==> src/rtl/miriscv_data_arbiter.sv <==
// ----------------------------------------------------------------------------
// miriscv_data_arbiter
//
// Shares the single data-memory port of the miriscv core between the LSU
// (master 0) and a second bus master (master 1, e.g. loader or debug/DMA).
// Round-robin arbitration, one transaction per cycle, and a fixed one-cycle
// memory read latency tracked by a registered response tag.
//
// Ports:
//   clk_i, arst_i              clock, asynchronous active-high reset
//   mX_req_i/we_i/be_i/        request and payload from master X (X = 0, 1)
//   mX_addr_i/wdata_i
//   mX_gnt_o                   request of master X accepted this cycle
//   mX_rvalid_o, mX_rdata_o    response for master X's previously granted
//                              transaction (read data, or write acknowledge)
//   data_req_o/we_o/be_o/      memory-side request, muxed from the granted
//   data_addr_o/wdata_o        master, all zero when nothing is granted
//   data_rdata_i               memory read data, valid the cycle after a read
//
// Handshake: a master raises mX_req_i and holds req and payload stable until
// the cycle in which mX_gnt_o is high; that cycle is the transfer. Exactly one
// cycle later mX_rvalid_o is high for one cycle, for reads and writes alike.
// Grant never depends on anything the master computes from its own grant.
// ----------------------------------------------------------------------------
module miriscv_data_arbiter (
    input  logic        clk_i,
    input  logic        arst_i,

    input  logic        m0_req_i,
    input  logic        m0_we_i,
    input  logic [3:0]  m0_be_i,
    input  logic [31:0] m0_addr_i,
    input  logic [31:0] m0_wdata_i,
    output logic        m0_gnt_o,
    output logic        m0_rvalid_o,
    output logic [31:0] m0_rdata_o,

    input  logic        m1_req_i,
    input  logic        m1_we_i,
    input  logic [3:0]  m1_be_i,
    input  logic [31:0] m1_addr_i,
    input  logic [31:0] m1_wdata_i,
    output logic        m1_gnt_o,
    output logic        m1_rvalid_o,
    output logic [31:0] m1_rdata_o,

    output logic        data_req_o,
    output logic        data_we_o,
    output logic [3:0]  data_be_o,
    output logic [31:0] data_addr_o,
    output logic [31:0] data_wdata_o,
    input  logic [31:0] data_rdata_i
);

    // Index of the master that wins a tie.
    logic prio_q;
    // A memory response is due this cycle, and which master owns it.
    logic rsp_valid_q;
    logic rsp_id_q;

    logic m0_gnt;
    logic m1_gnt;

    // Grants are gated by reset so no request leaks to memory while the
    // arbiter state is being cleared.
    always_comb begin
        m0_gnt = 1'b0;
        m1_gnt = 1'b0;
        if (!arst_i) begin
            if (m0_req_i && m1_req_i) begin
                m0_gnt = ~prio_q;
                m1_gnt = prio_q;
            end else begin
                m0_gnt = m0_req_i;
                m1_gnt = m1_req_i;
            end
        end
    end

    assign m0_gnt_o   = m0_gnt;
    assign m1_gnt_o   = m1_gnt;
    assign data_req_o = m0_gnt | m1_gnt;

    always_comb begin
        data_we_o    = 1'b0;
        data_be_o    = 4'h0;
        data_addr_o  = 32'h0;
        data_wdata_o = 32'h0;
        if (m0_gnt) begin
            data_we_o    = m0_we_i;
            data_be_o    = m0_be_i;
            data_addr_o  = m0_addr_i;
            data_wdata_o = m0_wdata_i;
        end else if (m1_gnt) begin
            data_we_o    = m1_we_i;
            data_be_o    = m1_be_i;
            data_addr_o  = m1_addr_i;
            data_wdata_o = m1_wdata_i;
        end
    end

    // After a grant the loser of that cycle gets the next tie; the tie
    // owner is remembered across idle cycles.
    always_ff @(posedge clk_i or posedge arst_i) begin
        if (arst_i) begin
            prio_q      <= 1'b0;
            rsp_valid_q <= 1'b0;
            rsp_id_q    <= 1'b0;
        end else begin
            if (data_req_o) begin
                prio_q <= m0_gnt;
            end
            rsp_valid_q <= data_req_o;
            rsp_id_q    <= m1_gnt;
        end
    end

    assign m0_rvalid_o = rsp_valid_q && !rsp_id_q;
    assign m1_rvalid_o = rsp_valid_q &&  rsp_id_q;

    // Read data only reaches the master that owns the response.
    assign m0_rdata_o = m0_rvalid_o ? data_rdata_i : 32'h0;
    assign m1_rdata_o = m1_rvalid_o ? data_rdata_i : 32'h0;

endmodule

==> config.mk <==
export PLATFORM = sky130hd
export DESIGN_NAME = miriscv_data_arbiter
export DESIGN_NICKNAME = d
export VERILOG_FILES = /design/src/rtl/miriscv_data_arbiter.sv
export SDC_FILE = /design/constraint.sdc
export NUM_CORES = 1
export LEC_CHECK = 0
export BUFFER_PORTS_ARGS = -buffer_cell sky130_fd_sc_hd__buf_2
export CORE_AREA = 2 2 120 122
export CTS_CLUSTER_DIAMETER = 50
export DETAILED_ROUTE_END_ITERATION = 16
export DIE_AREA = 0 0 122 124
export PLACE_DENSITY = 0.56
export RECOVER_POWER = 50
export SLEW_MARGIN = 20
export SYNTH_ARGS = -nofsm -noshare
export SYNTH_HDL_FRONTEND = slang
export SYNTH_SLANG_ARGS = --single-unit
==> constraint.sdc <==
create_clock -name clk_i -period 1.4 [get_ports clk_i]
set_input_delay 0.21 -clock clk_i [delete_from_list [all_inputs] [get_ports clk_i]]
set_output_delay 0.21 -clock clk_i [all_outputs]
set_load 0.01 [all_outputs]
== Word-level counts from Yosys, hierarchy flattened ==
Index checks and enable logic that the tools add are counted.
Cells by class
  bitwise logic cells: 2
  reduce and logical (&&, ||, !) cells: 4
  mux-type cells: 14
Operator list (number)
  $mux 32: 6
  $mux 4: 2
  $mux 1: 6
  $logic_and 1x1->1: 3
  $logic_not 1->1: 1
  $not 1->1: 1
  $or 1x1->1: 1
Storage, ports and cells
  output and inout bits: 138
  register bits after elaboration: 3
  input bits: 174
  word-level logic and storage cells: 23

== Longest topological paths before layout ==
Gate-level depths: netlist (run 1).
  word-level depth: 5
  depth in mapped cells: 5
  gate-level depth less buffers: 3

== Worst setup path after synthesis (run 1) ==
No wires, ideal clock.
  path type: register to output
  from: reg prio_q
  to: out data_addr_o[0]
  setup slack: 0.089 ns
  required time: 1.190 ns
  data arrival time: 1.101 ns
  stages on the path, launching flop included: 6
  path buffers: 2
  path through: dfrtp_1 -> nand2b_1 -> buf_4 -> buf_6 -> a32oi_1 -> nor2_1
On the way
  longest elaborated chain between the ends: 4
  elaborated cells between the ends (all ways): 7
  those cells by class: mux (6); bitwise (1)
Ends and longest elaborated chain
  start, declared: RTL line 56  | logic prio_q;
  start signal, assigned: RTL line 111  | prio_q <= m0_gnt;
  $mux 1 / $not 1->1 (equally long branches): RTL line 70, 71
  $mux 1, on equally long branches: RTL line 69, 70
  $mux 32 / $mux 1 (equally long branches): RTL line 94, 69
  $mux 32 *: RTL line 89  | if (m0_gnt) begin
  end, declared: RTL line 50  | output logic [31:0] data_addr_o,
Mark *: on every way between the ends. The rest lies on a longest branch, timed or not.

== Worst setup path after layout (run 1) ==
  from: reg prio_q
  to: out data_wdata_o[26]
On the way
  longest elaborated chain between the ends: 4
  elaborated cells between the ends (all ways): 7
  those cells by class: mux (6); bitwise (1)
Ends and longest elaborated chain
  $mux 1 / $not 1->1 (equally long branches): RTL line 70, 71
  $mux 1, on equally long branches: RTL line 69, 70
  $mux 32 / $mux 1 (equally long branches): RTL line 94, 69
  $mux 32 *: RTL line 89
  end, declared: RTL line 51  | output logic [31:0] data_wdata_o,
Marks and branches as above.

==> flow_metrics.env, run 1 <==
export IMPL_hold_viol=0
export IMPL_initialDrtViolationCount=173
export IMPL_path_class="reg -> out"
export IMPL_hold_buffers=0
export IMPL_postPlaceCellArea_sq_um=3390
export IMPL_critPathRequiredTime_ps=1190
export IMPL_status="complete, but fails checks"
export IMPL_cp_arrival_ps=1490
export IMPL_ys_seq_elements=3
export IMPL_design_core_area_sq_um=13700
export IMPL_place_gp_congestion=0.784
export IMPL_final_core_util_pct=28.7
export IMPL_drive_above_1_share_pct=67.7
export IMPL_die_width_um=122
export IMPL_p_leak_uw=0.00227
export IMPL_hold_class="in -> async"
export IMPL_critPathCaptureType="output port"
export IMPL_syn2layout_area_growth_pct=133
export IMPL_post_place_ws_ps=-123
export IMPL_setup_viol=109
export IMPL_instances_no_fill=735
export IMPL_vias=3243
export IMPL_final_area_sq_um=3940
export IMPL_portBuffers=311
export IMPL_power_density_nw_per_um2=522
export IMPL_fin_crit_sh_pct=122
export IMPL_worstMarginPinSlew_ps=337
export IMPL_ys_seq_area_share_pct=4.44
export IMPL_wl_per_cell_um=15.7
export IMPL_drv_cap=0
export IMPL_dp_hpwl_um=8080
export IMPL_ir_drop_mv=0.234
export IMPL_fillCellCount=1498
export IMPL_skew_ps=0.113
export IMPL_grt_util_all_layers_pct=12.0
export IMPL_grt_max_degree=44
export IMPL_maxSlewHeadroom_pct=77.5
export IMPL_clock_latency_ps=230
export IMPL_row_count=43
export IMPL_fin_crit_ps=1700
export IMPL_cts_tree="done"
export IMPL_synth_nets=430
export IMPL_io_pins=312
export IMPL_postRouteAntennaNets=0
export IMPL_grt_overflow=0
export IMPL_vias_per_cell=4.41
export IMPL_clkTransAtPathRegs_ps=30
export IMPL_cts_num_sinks=3
export IMPL_syn_area_per_cell_sq_um=6.60
export IMPL_place_inst=724
export IMPL_violations="setup timing"
export IMPL_ys_types=15
export IMPL_fin_nets=730
export IMPL_dr_pass1_iters=4
export IMPL_slew_viol_final=0
export IMPL_syn_inst=256
export IMPL_grt_pass1_wl_um=14300
export IMPL_final_cell_mix="buf_2, nor2_1, a32oi_1, buf_6, and3_1"
export IMPL_crit_path_start_kind="flip-flop"
export IMPL_fin_ws_ps=-304
export IMPL_timing_critical_path_fanout_max=22
export IMPL_final_common_cell="buf_2"
export IMPL_yosys_warnings=0
export IMPL_drc=0
export IMPL_n_antenna_cell=0
export IMPL_syn_area_sq_um=1690
export IMPL_die_area_sq_um=15100
export IMPL_finalWirelength_um=11600
export IMPL_grt_pass1_vias=2730
export IMPL_finalSetupTns_ps=-22470
export IMPL_initial_core_util_pct=12.3
export IMPL_antenna_found_initial=1
export IMPL_fp_dieH_um=124
export IMPL_htreeDepth=1
export IMPL_cts_buffers=3
export IMPL_rsz0062_at_grt="true"
export IMPL_timing_fmax_ghz=0.587
export IMPL_cts_root_buf="clkbuf_16"
export IMPL_cts_path_max_buffers=2
## final cells by class
type / instances / area [sq um] / share of cell area, %
inverters: 1 / 3.75 / 0.0954
multi-input cells: 212 / 1480 / 37.5
well taps: 180 / 225 / 5.72
repair buffers: 335 / 2080 / 52.8
clock buffers: 4 / 78.8 / 2.00
flip-flops and latches: 3 / 75.1 / 1.91
## path summary, 6_finish.rpt
kind,from,endpoint,slack [ps],depth (start not counted)
min,arst_i,rsp_id_q,110,3
min reg2reg,prio_q,prio_q,650,2
min in group clk_i,m0_req_i,rsp_valid_q,320,3
max,prio_q,data_wdata_o[26],-300,5
max reg2reg,prio_q,rsp_id_q,290,3
max in group asynchronous,arst_i,prio_q,950,4
## cells by family after synthesis
logic type,Yosys count,share of synthesized area (%)
simple gates,140,41.4
flops,3,4.44
compound gates,72,37.6
buf+inv,41,16.6
## report_power, final
part | internal, uW | switching (uW) | total [uW]
clock | 377 | 89.3 | 466
sequential | 96.9 | 10.2 | 107
combinational | 748 | 734 | 1480
## routing by layer
layer  routed length, um  vias up  part of all wire, %  global-route usage, %
met1                4200     1479                   36                   13.3
met3                 878        8                  7.6                   1.42
met5                   0        -                    0                      0
met4                  79        0                 0.68                   2.73
li1                    -     1574                    -                      -
met2                6420      182                   55                   24.2
## critical path, cell delays in order, from the launching register on
cell,delay [ps]
dfrtp_1,410
nand2b_4,230
buf_16,190
a32oi_2,220
nor2_1,50
buf_2,140
## repair_timing
item / in CTS / in global routing
pin swaps: 14 / 17
gates resized for setup: 32 / 55
setup buffers: 1 / 4
endpoints found under the setup margin: 105 / 105
gates cloned: 4 / 2
## synthesized netlist by cell type
cell / instances / area share [%]
a21boi_4: 1 / 1.1
a21oi_1: 1 / 0.30
a31oi_1: 1 / 0.37
a32oi_1: 69 / 36
and2_1: 34 / 13
and2b_1: 1 / 0.44
and3_1: 33 / 12
buf_2: 8 / 2.4
buf_4: 1 / 0.44
buf_6: 15 / 10
clkbuf_1: 16 / 3.6
dfrtp_1: 3 / 4.4
inv_1: 1 / 0.22
nand2b_1: 1 / 0.37
nor2_1: 71 / 16
## sequential cells by signal (all words and copies together), names as in the netlist
signal and cells:
prio_q 1, rsp_id_q 1, rsp_valid_q 1
## through the flow
step | hold slack (ps) | total power [uW]
2_1_floorplan | 161 | 791
3_3_place_gp | 328 | 1350
3_5_place_dp | 322 | 1340
4_1_cts | 88.7 | 1960
5_1_grt | 139 | 2190
6_report | 111 | 2060
Power figures use the tool's default switching activity.
==> run 2, diff against run 1 <==
--- a/config.mk
+++ b/config.mk
@@ -13,3 +13,3 @@
 export PLACE_DENSITY = 0.56
-export RECOVER_POWER = 50
+export RECOVER_POWER = 25
 export SLEW_MARGIN = 20
--- a/constraint.sdc
+++ b/constraint.sdc
@@ -3,2 +3,2 @@
 set_output_delay 0.21 -clock clk_i [all_outputs]
-set_load 0.01 [all_outputs]
+set_load 0.1 [all_outputs]
==> flow_metrics.env, run 2 (synthesized netlist as in run 1, its figures left out) <==
export IMPL_status="complete, but fails checks"
export IMPL_violations="setup timing"
export IMPL_critPathRequiredTime_ps=1190
export IMPL_dp_hpwl_um=10100
export IMPL_setup_viol=137
export IMPL_slew_viol_final=0
export IMPL_antenna_found_initial=0
export IMPL_initialDrtViolationCount=108
export IMPL_postRouteAntennaNets=0
export IMPL_place_gp_congestion=0.746
export IMPL_maxSlewHeadroom_pct=76.8
export IMPL_clock_latency_ps=220
export IMPL_n_antenna_cell=0
export IMPL_skew_ps=0.00792
export IMPL_cts_buffers=3
export IMPL_cts_root_buf="clkbuf_16"
export IMPL_drc=0
export IMPL_pwr_share_comb_pct=89.5
export IMPL_ir_drop_mv=0.474
export IMPL_hold_viol=0
export IMPL_crit_family="flip-flops"
export IMPL_critPathCaptureType="output port"
export IMPL_drv_cap=0
export IMPL_rr_worst_depth=3
export IMPL_rsz0062_at_grt="true"
export IMPL_place_inst=743
export IMPL_vias_per_cell=4.59
export IMPL_vias=3548
export IMPL_final_cell_mix="buf_2, buf_12, nor2_4, a32oi_2"
export IMPL_pwr_share_seq_pct=2.1
export IMPL_design_core_area_sq_um=13700
export IMPL_instances_no_fill=773
export IMPL_multi_input_area_sq_um=2760
export IMPL_cts_tree="done"
export IMPL_hold_class="in -> async"
export IMPL_crit_cells=5
export IMPL_syn2layout_area_growth_pct=356
export IMPL_switchingPower_uw=2980
export IMPL_cts_path_max_buffers=2
export IMPL_post_place_ws_ps=-283
export IMPL_initial_core_util_pct=12.3
export IMPL_grt_overflow=0
export IMPL_grt_pass1_vias=3858
export IMPL_switching_share_pct=55.9
export IMPL_portBuffers=311
export IMPL_internal_power_uw=2360
export IMPL_fin_crit_sh_pct=131
export IMPL_io_pins=312
export IMPL_postPlaceCellArea_sq_um=6290
export IMPL_path_cells="nand2b_4, clkbuf_16, a32oi_2, nor2_4, buf_12"
export IMPL_fin_ws_ps=-437
export IMPL_timing_fmax_ghz=0.544
export IMPL_p_leak_uw=0.00307
export IMPL_fin_nets=768
export IMPL_slowest_delay_ps=430
export IMPL_cp_buffers_inverters=2
export IMPL_final_area_sq_um=7700
export IMPL_hold_buffers=0
export IMPL_row_count=43
export IMPL_fillCellCount=1133
export IMPL_fp_dieH_um=124
export IMPL_htreeDepth=1
export IMPL_wl_per_cell_um=20.1
export IMPL_fin_crit_ps=1840
export IMPL_drive_above_1_share_pct=96.6
export IMPL_cts_num_sinks=3
export IMPL_final_common_cell="buf_2"
export IMPL_crit_path_start_kind="flip-flop"
export IMPL_path_class="reg -> out"
export IMPL_power_density_nw_per_um2=693
export IMPL_worstMarginPinSlew_ps=348
export IMPL_die_width_um=122
export IMPL_grt_max_degree=27
export IMPL_cp_arrival_ps=1630
export IMPL_die_area_sq_um=15100
export IMPL_reg_largest_list="prio_q: 1 flops, rsp_id_q: 1 flops, rsp_valid_q: 1 flops"
export IMPL_timing_critical_path_fanout_max=13
export IMPL_finalSetupTns_ps=-38710
export IMPL_clkTransAtPathRegs_ps=30
export IMPL_dr_pass1_iters=4
export IMPL_power_frac_clock_pct=8.5
export IMPL_regArea_sq_um=77.6
export IMPL_holdWs_ps=136
export IMPL_grt_pass1_wl_um=21500
export IMPL_finalWirelength_um=15500
export IMPL_worst_path_max_delay_cell="dfrtp_2"
export IMPL_grt_util_all_layers_pct=18.4
-- run 2: timing repair --
action                     CTS  global route
buffers inserted            16             0
gates cloned                12             7
pin swaps                   35            38
resized for setup          120            38
setup endpoints to repair  137           138
-- run 2: final cells by class --
| cell class | instances | area share, % |
|---|---|---|
| repair buffers | 372 | 59.1 |
| multi-input cells | 213 | 35.9 |
| well taps | 180 | 2.92 |
| clock buffers | 4 | 1.02 |
| flip-flops and latches | 3 | 1.01 |
| inverters | 1 | 0.0487 |
-- run 2: worst paths after layout --
kind,from,end,slack (ps)
worst min-delay path,arst_i,rsp_valid_q,140
max in group asynchronous,arst_i,prio_q,1060
worst min register to register,prio_q,prio_q,630
worst max register to register,prio_q,rsp_id_q,310
min in group clk_i,m0_req_i,prio_q,490
worst max-delay path,prio_q,data_wdata_o[17],-440
-- run 2: routing by layer --
layer  GRT usage (%)  wire length (um)
met1            20.0              5550
met2            35.9              8520
met3            3.34              1090
met4            5.89               364
met5               0                 0
-- run 2: power by group through the flow --
stage | clock, uW | sequential (uW) | combinational [uW]
4_1_cts | 459 | 107 | 4620
2_1_floorplan | 0 | 109 | 2560
3_3_place_gp | 0 | 105 | 4030
5_1_grt | 469 | 113 | 4930
3_5_place_dp | 0 | 106 | 4050
6_report | 451 | 110 | 4780
-- run 2: per-stage QoR --
stage          util [%]  power (uW)
4_1_cts            54.6        5180
2_1_floorplan         -        2670
3_5_place_dp       45.8        4160
6_report           56.1        5340
5_1_grt            56.1        5510
3_3_place_gp       45.8        4130
-- run 2: worst register-to-register path, delay by kind of cell (launching register included) --
family                 cells  cell delay, ps
flip-flops                 1             430
AND/OR/NAND/NOR            2             410
buffers and inverters      1             140
